===== config.mk =====
export PLATFORM = sky130hd
export DESIGN_NAME = decimating_averager
export DESIGN_NICKNAME = d
export VERILOG_FILES = /design/src/rtl/decimating_averager.sv
export SDC_FILE = /design/constraint.sdc
export NUM_CORES = 1
export LEC_CHECK = 0
export ABC_AREA = 1
export BUFFER_PORTS_ARGS = -buffer_cell sky130_fd_sc_hd__buf_4
export CAP_MARGIN = 20
export CORE_MARGIN = 5
export CORE_UTILIZATION = 45
export DETAILED_ROUTE_END_ITERATION = 16
export HOLD_SLACK_MARGIN = 0.1
export PLACE_DENSITY_LB_ADDON = 0.3
export SYNTH_ARGS = -nofsm -noshare
export SYNTH_HDL_FRONTEND = slang
export SYNTH_SLANG_ARGS = --single-unit
export TNS_END_PERCENT = 30

===== constraint.sdc =====
create_clock -name clk_100mhz -period 2.2 [get_ports clk_100mhz]
set_input_delay 0 -clock clk_100mhz [delete_from_list [all_inputs] [get_ports clk_100mhz]]
set_output_delay 0 -clock clk_100mhz [all_outputs]
set_load 0.1 [all_outputs]

===== src/rtl/decimating_averager.sv =====
// ---------------------------------------------------------------------------
// decimating_averager
// Boxcar-averages exactly 2^OSR_LOG2 unsigned ADC samples per output word and
// presents the decimated result on a valid/ready handshake. The sub-sample
// strobe is either an internal timebase (one strobe every
// SAMPLE_COUNT >> OSR_LOG2 clocks) or the ADC's own data-valid, selected at
// run time. Results overwritten before they are consumed set a sticky overrun.
//
// Build option: define DECIMATING_AVERAGER_ROUND_EN for round-half-up
// averaging; otherwise the average is truncated.
//
// Ports:
//   clk_100mhz      system clock
//   rst_n           asynchronous active-low reset
//   enable          run; low aborts the partial window
//   use_ext_strobe  0 = internal timer strobe, 1 = data_in_valid strobe
//   data_in         unsigned ADC sample
//   data_in_valid   external sample strobe (external mode only)
//   out_data        averaged sample
//   out_valid       out_data holds an unconsumed result
//   out_ready       consumer accepts out_data when out_valid & out_ready
//   sample_trigger  one-cycle pulse on the cycle a new result is loaded
//   overrun         sticky: an unconsumed result was overwritten
//   clear_overrun   clears overrun (a simultaneous new overrun wins)
// ---------------------------------------------------------------------------
module decimating_averager #(
   parameter int unsigned DATA_W       = 12,
   parameter int unsigned OSR_LOG2     = 6,
   parameter int unsigned SAMPLE_COUNT = 33280
) (
   input  logic              clk_100mhz,
   input  logic              rst_n,
   input  logic              enable,
   input  logic              use_ext_strobe,
   input  logic [DATA_W-1:0] data_in,
   input  logic              data_in_valid,
   output logic [DATA_W-1:0] out_data,
   output logic              out_valid,
   input  logic              out_ready,
   output logic              sample_trigger,
   output logic              overrun,
   input  logic              clear_overrun
);

   // Accumulator holds 2^OSR_LOG2 full-scale samples without overflow.
   localparam int unsigned ACC_W  = DATA_W + OSR_LOG2;
   localparam int unsigned PERIOD = SAMPLE_COUNT >> OSR_LOG2;
   localparam int unsigned TMR_W  = (PERIOD > 1) ? $clog2(PERIOD) : 1;

   localparam logic [TMR_W-1:0]    TMR_LAST = TMR_W'(PERIOD - 1);
   localparam logic [OSR_LOG2-1:0] SUB_LAST = '1;

`ifdef DECIMATING_AVERAGER_ROUND_EN
   // Half an LSB of the output; the sum plus bias still fits in ACC_W bits.
   localparam logic [ACC_W-1:0] ROUND_BIAS = ACC_W'(1) << (OSR_LOG2 - 1);
`endif

   logic [ACC_W-1:0]    acc_q;
   logic [ACC_W-1:0]    acc_d;
   logic [OSR_LOG2-1:0] sub_q;
   logic [OSR_LOG2-1:0] sub_d;
   logic [TMR_W-1:0]    tmr_q;
   logic [TMR_W-1:0]    tmr_d;
   logic                mode_q;
   logic [DATA_W-1:0]   data_d;
   logic                valid_d;
   logic                trig_d;
   logic                ovr_d;

   logic                abort_c;
   logic                strobe_c;
   logic                take_c;
   logic                load_c;
   logic [ACC_W-1:0]    sum_c;
   logic [ACC_W-1:0]    res_c;

   // Next-state logic for the window, timebase and output handshake.
   always_comb begin
      acc_d   = acc_q;
      sub_d   = sub_q;
      tmr_d   = tmr_q;
      data_d  = out_data;
      valid_d = out_valid && !out_ready;
      trig_d  = 1'b0;
      ovr_d   = overrun;

      // A mode change is treated exactly like enable low for one cycle.
      abort_c  = !enable || (use_ext_strobe != mode_q);
      strobe_c = use_ext_strobe ? data_in_valid : (tmr_q == TMR_LAST);
      take_c   = strobe_c && !abort_c;
      load_c   = take_c && (sub_q == SUB_LAST);
      sum_c    = acc_q + ACC_W'(data_in);
`ifdef DECIMATING_AVERAGER_ROUND_EN
      res_c    = sum_c + ROUND_BIAS;
`else
      res_c    = sum_c;
`endif

      // Timebase runs only in internal mode while not aborted.
      if (abort_c || use_ext_strobe) begin
         tmr_d = '0;
      end else if (tmr_q == TMR_LAST) begin
         tmr_d = '0;
      end else begin
         tmr_d = tmr_q + TMR_W'(1);
      end

      if (abort_c || load_c) begin
         acc_d = '0;
         sub_d = '0;
      end else if (take_c) begin
         acc_d = sum_c;
         sub_d = sub_q + OSR_LOG2'(1);
      end

      if (load_c) begin
         data_d  = DATA_W'(res_c >> OSR_LOG2);
         valid_d = 1'b1;
         trig_d  = 1'b1;
      end

      // Overwrite of an unconsumed result sets overrun; set beats clear.
      if (load_c && out_valid && !out_ready) begin
         ovr_d = 1'b1;
      end else if (clear_overrun) begin
         ovr_d = 1'b0;
      end
   end

   // State and output registers.
   always_ff @(posedge clk_100mhz or negedge rst_n) begin
      if (!rst_n) begin
         acc_q          <= '0;
         sub_q          <= '0;
         tmr_q          <= '0;
         mode_q         <= 1'b0;
         out_data       <= '0;
         out_valid      <= 1'b0;
         sample_trigger <= 1'b0;
         overrun        <= 1'b0;
      end else begin
         acc_q          <= acc_d;
         sub_q          <= sub_d;
         tmr_q          <= tmr_d;
         mode_q         <= use_ext_strobe;
         out_data       <= data_d;
         out_valid      <= valid_d;
         sample_trigger <= trig_d;
         overrun        <= ovr_d;
      end
   end

endmodule

==> results of run 1 <==
==> worst min-delay path: stages <==
cell	delay (ns)
buf_4	0.11
nand2_2	0.12
nor2_1	0.08
inv_1	0.07
nor2_1	0.04
==> per-layer routing <==
metal	wire length, um	vias up
met4	92	0
li1	-	1437
met2	3206	44
met3	265	11
met5	0	-
met1	3293	1244
==> timing repair <==
action / CTS / global route
hold endpoints to repair: 57 / 0
hold buffers: 6 / 0
endpoints found under the setup margin: 0 / 0
==> cell type report <==
class	count	share of cell area [%]
multi-input combinational	320	44.67
inverter	54	5.658
clock buffer	5	1.909
clock inverter	3	1.319
sequential	50	34.71
timing repair buffer	41	8.955
tap	80	2.777
==> registers in the layout, indices dropped and copies added, names as in the netlist <==
signal / cells
acc_q: 18
out_data: 12
tmr_q: 10
sub_q: 6
mode_q: 1
out_valid: 1
overrun: 1
sample_trigger: 1
==> placed cells by master, fill, tap and decap left out, drive strengths merged <==
master / count
o21bai: 2
nor2: 33
nand4: 7
mux2i: 1
o21ai: 15
o22ai: 1
fa: 1
clkinv: 2
buf: 35
clkbuf: 5
and3: 1
bufinv: 1
and2: 2
inv: 54
dfrtp: 50
nand3b: 3
nor3: 8
xnor2: 7
dlygate4sd3: 6
xor2: 5
nand3: 37
a21oi: 10
nand2: 171
ha: 14
nor3b: 2
==> report_power, final <==
| group | leakage (nW) | total (mW) | internal [mW] | switching [mW] |
|---|---|---|---|---|
| sequential | 0.692 | 0.942 | 0.932 | 0.0107 |
| clock | 0.0587 | 0.688 | 0.345 | 0.343 |
| combinational | 1.25 | 0.239 | 0.0872 | 0.151 |
| total | 2.00 | 1.87 | 1.36 | 0.505 |
==> worst min path at each step <==
stage | from | endpoint | slack [ns] | cells after the start
3_5_place_dp | rst_n | sub_q[4] | 0.07 | 1
4_1_cts | enable | tmr_q[0] | 0.12 | 5
3_3_place_gp | rst_n | sub_q[4] | 0.07 | 1
5_1_grt | enable | sub_q[2] | 0.16 | 5
2_1_floorplan | rst_n | acc_q[0] | -0.30 | 0
6_report | enable | tmr_q[0] | 0.13 | 5
==> metrics by stage <==
stage | area (sq um) | hold WS [ns] | utilization (%) | power (mW) | setup WS [ns]
2_1_floorplan | 3109 | -0.2956 | - | 1.108 | 0.4428
3_3_place_gp | 3428 | 0.07083 | 50.74 | 1.189 | 0.2764
3_5_place_dp | 3428 | 0.07467 | 50.74 | 1.192 | 0.2307
4_1_cts | 3605 | 0.1226 | 53.35 | 1.884 | 0.2170
5_1_grt | 3605 | 0.1584 | 53.35 | 1.956 | 0.004100
6_report | 3605 | 0.1271 | 53.35 | 1.869 | 0.2314
==> logic make-up (layout without fill, tap and decap cells) <==
family	count (synthesis)	count (layout)	synth area share, %
fa+ha+maj	15	15	6.278
simple gates	264	264	37.10
mux	1	1	0.3219
xor+xnor	12	12	3.380
buf+inv	60	103	7.968
compound gates	28	28	4.708
flops	50	50	40.24
==> flow_summary.toml, run 1 <==
[run_status]
outcome = "finished, final reports clean"

[setup_path]
path_buf_inv = 1
r2r-start = "tmr_q[0]"
cp_cell_sequence = "ha_1, nand3_1, nor2_2, nand3_2, nand2_4, nand2_2, inv_2, nand3_1, nand2_1"
critPathSlowestCell = "dfrtp_1"
path_max_fanout = 16
cp_slowest_stage_delay_ns = 0.47
worstPathRequired_ns = 2.45
r2r_cells = 9
startpoint_type = "register"
crit_start = "tmr_q[0]"
crit_type = "register to register"
arrival_ns = 2.22
rrSetupSlack_ns = 0.23
r2r_end = "out_data[9]"
path_common_cell = "nand3_1"
cp.depth = 9
endpoint = "out_data[9]"
end_kind = "register"
cpLargestDelayFamily = "simple AND/OR/NAND/NOR gates"

[floorplanning]
io_pins = 34
rows = 30
initial_utilization_pct = 46.02
dieArea_sq_um = 8671
fp.coreArea_sq_um = 6756
die_w_um = 93.12
fp.dieH_um = 93.12

[layout]
syn_to_final_growth_pct = 15.94
instances_no_fill = 553
antenna_cells = 0
layout.nets = 506
seq_area_sq_um = 1251
multi_input_area_sq_um = 1610
fill_cells = 652
drive_above_1_share_pct = 12.47

[synth]
yosys.area.top_type_share_pct = 40.24
synthFlopType = "dfrtp_1"
ys_seq_area_share_pct = 40.24
yosysTopAreaCell = "dfrtp_1"
synth_seq_cells = 50
yosys_warnings = 0
synth_edf_count = 0
syn_area_per_cell_sq_um = 7.231
yosys-top-cells-area = "dfrtp_1 40%, nand2_1 20%, inv_1 6.0%, ha_1 5.6%, nand3_1 5.0%"
yosysUniqueCellTypes = 32
yosys-top-cells-count = "168 x nand2_1, 50 x dfrtp_1, 50 x inv_1"
ys_async_sr_fraction_pct = 100.0
syn_area_sq_um = 3109
yosysMostFrequentCell = "nand2_1"
syn_inst = 430
syn-num-nets = 464

[cts]
cts_resized = 0
numCtsBuffers = 5
htree_levels = 2
cts_tree = "yes"
cts_sinks = 50
clk_pin_slew_ns = 0.10
insertion_delay_ns = 0.32
clock_path_buffers = 2
cts_setup_buffers = 0
root_buffer = "clkbuf_8"

[timing]
worst_pin_slew_ns = 0.6349
timing.setup.tns_ns = 0
final.setup_skew_ns = 0.01464
rsz0062_at_grt = "no"
setup_violations = 0
slew_violations = 0
finalHoldViolations = 0
clock.fmax_ghz = 0.5080
finalCritPeriodShare_pct = 89.48
post-route-min-period_ns = 1.969
relSlewSlack_pct = 57.67

[run]
maxCapViolations = 0

[route]
drc_errors = 0
vias_per_cell = 4.948
wirelength_um = 6857
first_pass_iters = 4
post_drt_wl_per_cell_um = 12.40
dr_total_vias = 2736
drt_iter0_markers = 98
antenna_left = 0

[global_routing]
grt_pass1_wl_um = 12270
grt-busiest-layer = "met2"
grt_max_degree = 51
grt_pass1_vias = 2755
met1_usage_pct = 22.70
use_met2_pct = 29.27
grt_usage_pct = 17.24
grt-ovfl-total = 0
antenna_found_initial = 0
grtUsageMet3_pct = 3.138

[place]
port_buffers = 33
hpwl_um = 5144
place_congestion = 0.8458
dp_cells = 539

[hold_path]
hold_class = "input port to register"

[power_and_ir_drop]
p_per_area_nw_per_um2 = 518.6
p_leak_nw = 1.996
peakVddDrop_uv = 345.0
Note: power is estimated with default switching activity, not from simulation.
==> inputs of run 2 (changes only) <==
- MAX_ROUTING_LAYER: not set -> met4
- clock period: 2.2 -> 2 ns (I/O delays scaled with it)
==> run 2 against run 1 <==
Compared with the run above: combinational power increased by 13%; power is 1.1% higher; clock power shrank 15%; final cell count rose by 0.36%; cell area down 0.14%; clock skew shrank 0.0081 ns; flip-flop and latch count unchanged; non-clock buffer count grew 2; worst setup slack got worse by 0.069 ns; global-route usage increased by 1.1 points.
==> flow_summary.toml, run 2 (same netlist as run 1, synthesis figures left out) <==
[run_status]
outcome = "finished, final reports clean"

[layout]
fin_area_sq_um = 3600
top_regs = "acc_q: 18 flops, out_data: 12 flops, tmr_q: 10 flops"
drive_above_1_share_pct = 13.26
instances_no_fill = 555
layout.nets = 508
top_register = "acc_q"
syn_to_final_growth_pct = 15.77
seq_area_sq_um = 1251
multi_input_area_sq_um = 1620
finish.utilization_pct = 53.28
fill_cells = 680
largest_register_ffs = 18
antenna_cells = 0
final_common_cell = "nand2_1"
final_cell_mix = "167 x nand2_1, 50 x inv_1, 50 x dfrtp_1"

[timing]
worst_pin_slew_ns = 0.6346
finalHoldViolations = 0
rsz0062_at_grt = "no"
relSlewSlack_pct = 57.69
setup_violations = 0
final.setup_skew_ns = 0.006511
post-route-min-period_ns = 1.837
finalCritPeriodShare_pct = 91.87
layout_setup_ws_ns = 0.1626
hold-worst-slack_ns = 0.1588
slew_violations = 0
clock.fmax_ghz = 0.5443
timing.setup.tns_ns = 0

[floorplanning]
dieArea_sq_um = 8671
initial_utilization_pct = 46.02
fp.dieH_um = 93.12
die_w_um = 93.12
fp.coreArea_sq_um = 6756
io_pins = 34
rows = 30

[route]
first_pass_iters = 4
vias_per_cell = 4.998
drt_iter0_markers = 107
post_drt_wl_per_cell_um = 12.52
dr_total_vias = 2774
drc_errors = 0
wirelength_um = 6951
antenna_left = 0

[power_and_ir_drop]
p_leak_nw = 1.997
switching_share_pct = 27.38
p_sw_uw = 517.6
seqPwrFrac_pct = 54.7
p_comb_share_pct = 14.2
p_per_area_nw_per_um2 = 525.1
p_int_mw = 1.373
total_power_mw = 1.890
peakVddDrop_uv = 449.7
clkPwrFrac_pct = 31.0

[cts]
root_buffer = "clkbuf_8"
numCtsBuffers = 5
cts_sinks = 50
htree_levels = 2
cts_tree = "yes"
clock_path_buffers = 2
clk_pin_slew_ns = 0.09
cts_setup_buffers = 0
insertion_delay_ns = 0.30

[global_routing]
grt-ovfl-total = 0
antenna_found_initial = 0
grt_max_degree = 51
grt_usage_pct = 18.33
grt_pass1_vias = 2833
grt_pass1_wl_um = 12560

[setup_path]
path_max_fanout = 5
end_kind = "register"
crit_type = "register to register"
startpoint_type = "register"
arrival_ns = 2.08
critPathSlowestCell = "dfrtp_1"
worstPathRequired_ns = 2.24
cp_cell_sequence = "ha_1, nand2_1, nor2_1, nand2_1, nand3_1, xor2_1, nand2_1, nand2_1"
cp_slowest_stage_delay_ns = 0.40
path_common_cell = "nand2_1"

[place]
hpwl_um = 5205
port_buffers = 33
place_congestion = 0.8855
dp_cells = 541
place_ws_ns = 0.05959
placed_area_sq_um = 3443

[hold_path]
hold_class = "input port to register"

[run]
maxCapViolations = 0
## run 2: layout make-up
type	instances	area share, %
repair buffers	43	9.385
clock inverters	2	0.3823
multi-input cells	320	45.01
clock buffers	6	2.016
inverters	54	5.666
well taps	80	2.781
flip-flops and latches	50	34.76
## run 2: power groups by stage
stage	Clock (mW)	Sequential [mW]	Combinational, mW
after global routing	0.657	1.04	0.304
after detailed placement	0	1.05	0.260
final	0.586	1.03	0.269
after global placement	0	1.05	0.257
after CTS	0.609	1.03	0.270
after floorplan	0	1.07	0.152
## run 2: repair_timing
item / in CTS / in global routing
gates resized for setup: 0 / 3
endpoints found under the setup margin: 0 / 8
hold buffers: 6 / 0
endpoints found under the hold margin: 55 / 0
## run 2: path summary, 6_finish.rpt
| path | startpoint | endpoint | slack [ns] | cells after the start |
|---|---|---|---|---|
| max in group asynchronous | rst_n | out_data[5] | 1.32 | 2 |
| min in group asynchronous | rst_n | sub_q[0] | 0.25 | 2 |
| worst min-delay path | enable | tmr_q[0] | 0.16 | 5 |
| worst max register to register | acc_q[3] | acc_q[9] | 0.16 | 8 |
| worst min register to register | out_data[3] | out_data[3] | 0.49 | 2 |
| worst max-delay path | acc_q[3] | acc_q[9] | 0.16 | 8 |
## run 2: per-layer routing
metal  track usage [%]  routed length (um)  vias up
met4             4.884                  55        0
met2             32.09                3509       37
met3             3.057                 222        6
li1                  -                   -     1442
met1             21.92                3163     1289
met5                 -                   0        -
## run 2: critical path, delay by kind of cell, from the launching register on
family	cells	cell delay (ns)
AND/OR/NAND/NOR	6	0.74
XOR/XNOR	1	0.26
flip-flops	1	0.40
adder cells (fa/ha/maj)	1	0.38
==> inputs of run 3 (changes only) <==
- REMOVE_ABC_BUFFERS: not set -> 1
==> run 3 against run 2 <==
Compared with the run above: final cell count increased by 0.36%; sequential power about the same; power increased by 7.1%; first-iteration DRC count increased by 15%; via count increased by 0.43%; hold slack got worse by 0.012 ns; die area unchanged; clock power increased by 23%; critical path type unchanged.
==> flow_summary.toml, run 3 (same netlist as run 1, synthesis figures left out) <==
[run_status]
outcome = "finished, final reports clean"

[route]
drt_iter0_markers = 123
post_drt_wl_per_cell_um = 12.23
antenna_left = 0
vias_per_cell = 5.002
drc_errors = 0
wirelength_um = 6814
first_pass_iters = 4
dr_total_vias = 2786

[place]
place_congestion = 0.8899
place_ws_ns = 0.1499
hpwl_um = 5256
port_buffers = 33

[timing]
clock.fmax_ghz = 0.5550
finalCritPeriodShare_pct = 90.09
rsz0062_at_grt = "no"
final.setup_skew_ns = 0.006617
slew_violations = 0
post-route-min-period_ns = 1.802
timing.setup.tns_ns = 0
worst_pin_slew_ns = 0.6287
relSlewSlack_pct = 58.09
finalHoldViolations = 0
layout_setup_ws_ns = 0.1981
setup_violations = 0

[global_routing]
grt_max_degree = 51
grt-ovfl-total = 0
grt_pass1_vias = 2725
grt_pass1_wl_um = 11970
grt_usage_pct = 17.28
antenna_found_initial = 0

[layout]
largest_register_ffs = 18
syn_to_final_growth_pct = 17.10
antenna_cells = 0
final_cell_mix = "166 x nand2_1, 50 x inv_1, 50 x dfrtp_1"
top_regs = "acc_q: 18 flops, out_data: 12 flops, tmr_q: 10 flops"
final_common_cell = "nand2_1"
top_register = "acc_q"
drive_above_1_share_pct = 13.84
finish.utilization_pct = 53.89
layout.nets = 510
fill_cells = 665

[floorplanning]
fp.coreArea_sq_um = 6756
dieArea_sq_um = 8671
io_pins = 34
fp.dieH_um = 93.12
die_w_um = 93.12
rows = 30
initial_utilization_pct = 46.02

[setup_path]
r2r_end = "acc_q[12]"
crit_start = "acc_q[0]"
cp_slowest_stage_delay_ns = 0.39
path_buf_inv = 0
endpoint = "acc_q[12]"
path_common_cell = "nand2_1"
end_kind = "register"
critPathSlowestCell = "fa_1"
worstPathRequired_ns = 2.20
cp_cell_sequence = "ha_1, fa_1, nand3_1, nand3_2, nand2_1, nand2_2, nand2_1, nand2_1, nand2_1, nand2_1, nand2_1, nand2_1"
cpLargestDelayFamily = "simple AND/OR/NAND/NOR gates"
crit_type = "register to register"
r2r_cells = 12
path_max_fanout = 3
startpoint_type = "register"
r2r-start = "acc_q[0]"
arrival_ns = 2.00
rrSetupSlack_ns = 0.20
cp.depth = 12

[power_and_ir_drop]
peakVddDrop_uv = 272.7
p_per_area_nw_per_um2 = 555.8
p_sw_uw = 526.6
seqPwrFrac_pct = 51.1
p_leak_nw = 2.022
p_comb_share_pct = 13.2
p_int_mw = 1.497
clkPwrFrac_pct = 35.7
switching_share_pct = 26.02

[run]
maxCapViolations = 0

[cts]
clock_path_buffers = 2
clk_pin_slew_ns = 0.09
root_buffer = "clkbuf_8"
htree_levels = 2
cts_sinks = 50
cts_setup_buffers = 0
insertion_delay_ns = 0.30
cts_tree = "yes"
numCtsBuffers = 5

[hold_path]
hold_class = "input port to register"
hp-start = "enable"
run 3: layout make-up:
cell class | count | area (sq um) | area share, %
Timing Repair Buffer | 45 | 352.8 | 9.691
Inverter | 54 | 203.9 | 5.601
Tap cell | 80 | 100.1 | 2.749
Multi-Input combinational cell | 320 | 1620 | 44.50
Clock inverter | 3 | 43.79 | 1.203
Sequential cell | 50 | 1251 | 34.36
Clock buffer | 5 | 68.82 | 1.890
run 3: timing repair:
| item | in CTS | in global routing |
|---|---|---|
| hold endpoints to repair | 57 | 0 |
| resized for setup | 0 | 3 |
| endpoints found under the setup margin | 0 | 4 |
| hold buffers | 6 | 0 |
run 3: per-stage QoR:
stage	instances	power, mW	hold WS (ns)	instance area (sq um)
5_1_grt	557	2.125	0.1739	3641
6_report	557	2.024	0.1467	3641
3_5_place_dp	543	1.312	0.07340	3458
4_1_cts	557	2.053	0.1360	3631
2_1_floorplan	424	1.215	-0.2956	3065
3_3_place_gp	543	1.309	0.06477	3458
run 3: worst reg2reg max path: stages, from the launching register on:
cell	delay, ns
dfrtp_1	0.38
ha_1	0.20
fa_1	0.39
nand3_1	0.11
nand3_2	0.09
nand2_1	0.09
nand2_2	0.08
nand2_1	0.09
nand2_1	0.05
nand2_1	0.05
nand2_1	0.06
nand2_1	0.06
nand2_1	0.05
run 3: worst min-delay path by stage:
stage	slack, ns	depth (start not counted)	end
5_1_grt	0.17	5	tmr_q[3]
3_5_place_dp	0.07	1	sub_q[0]
4_1_cts	0.14	5	tmr_q[0]
3_3_place_gp	0.06	1	sub_q[0]
2_1_floorplan	-0.30	0	acc_q[0]
6_report	0.15	5	tmr_q[0]
run 3: metal layers:
layer | vias up | GRT usage (%) | share of wire [%]
met5 | - | - | 0
met4 | 0 | 4.151 | 1.5
met3 | 10 | 2.735 | 2.9
met2 | 40 | 29.51 | 49
met1 | 1288 | 21.56 | 47
li1 | 1448 | - | -
run 3: power by group through the flow:
stage | sequential, mW | combinational, mW | clock, mW
floorplan | 1.07 | 0.147 | 0
global placement | 1.05 | 0.255 | 0
detailed placement | 1.05 | 0.258 | 0
CTS | 1.03 | 0.268 | 0.750
global route | 1.04 | 0.301 | 0.787
finish | 1.03 | 0.266 | 0.723
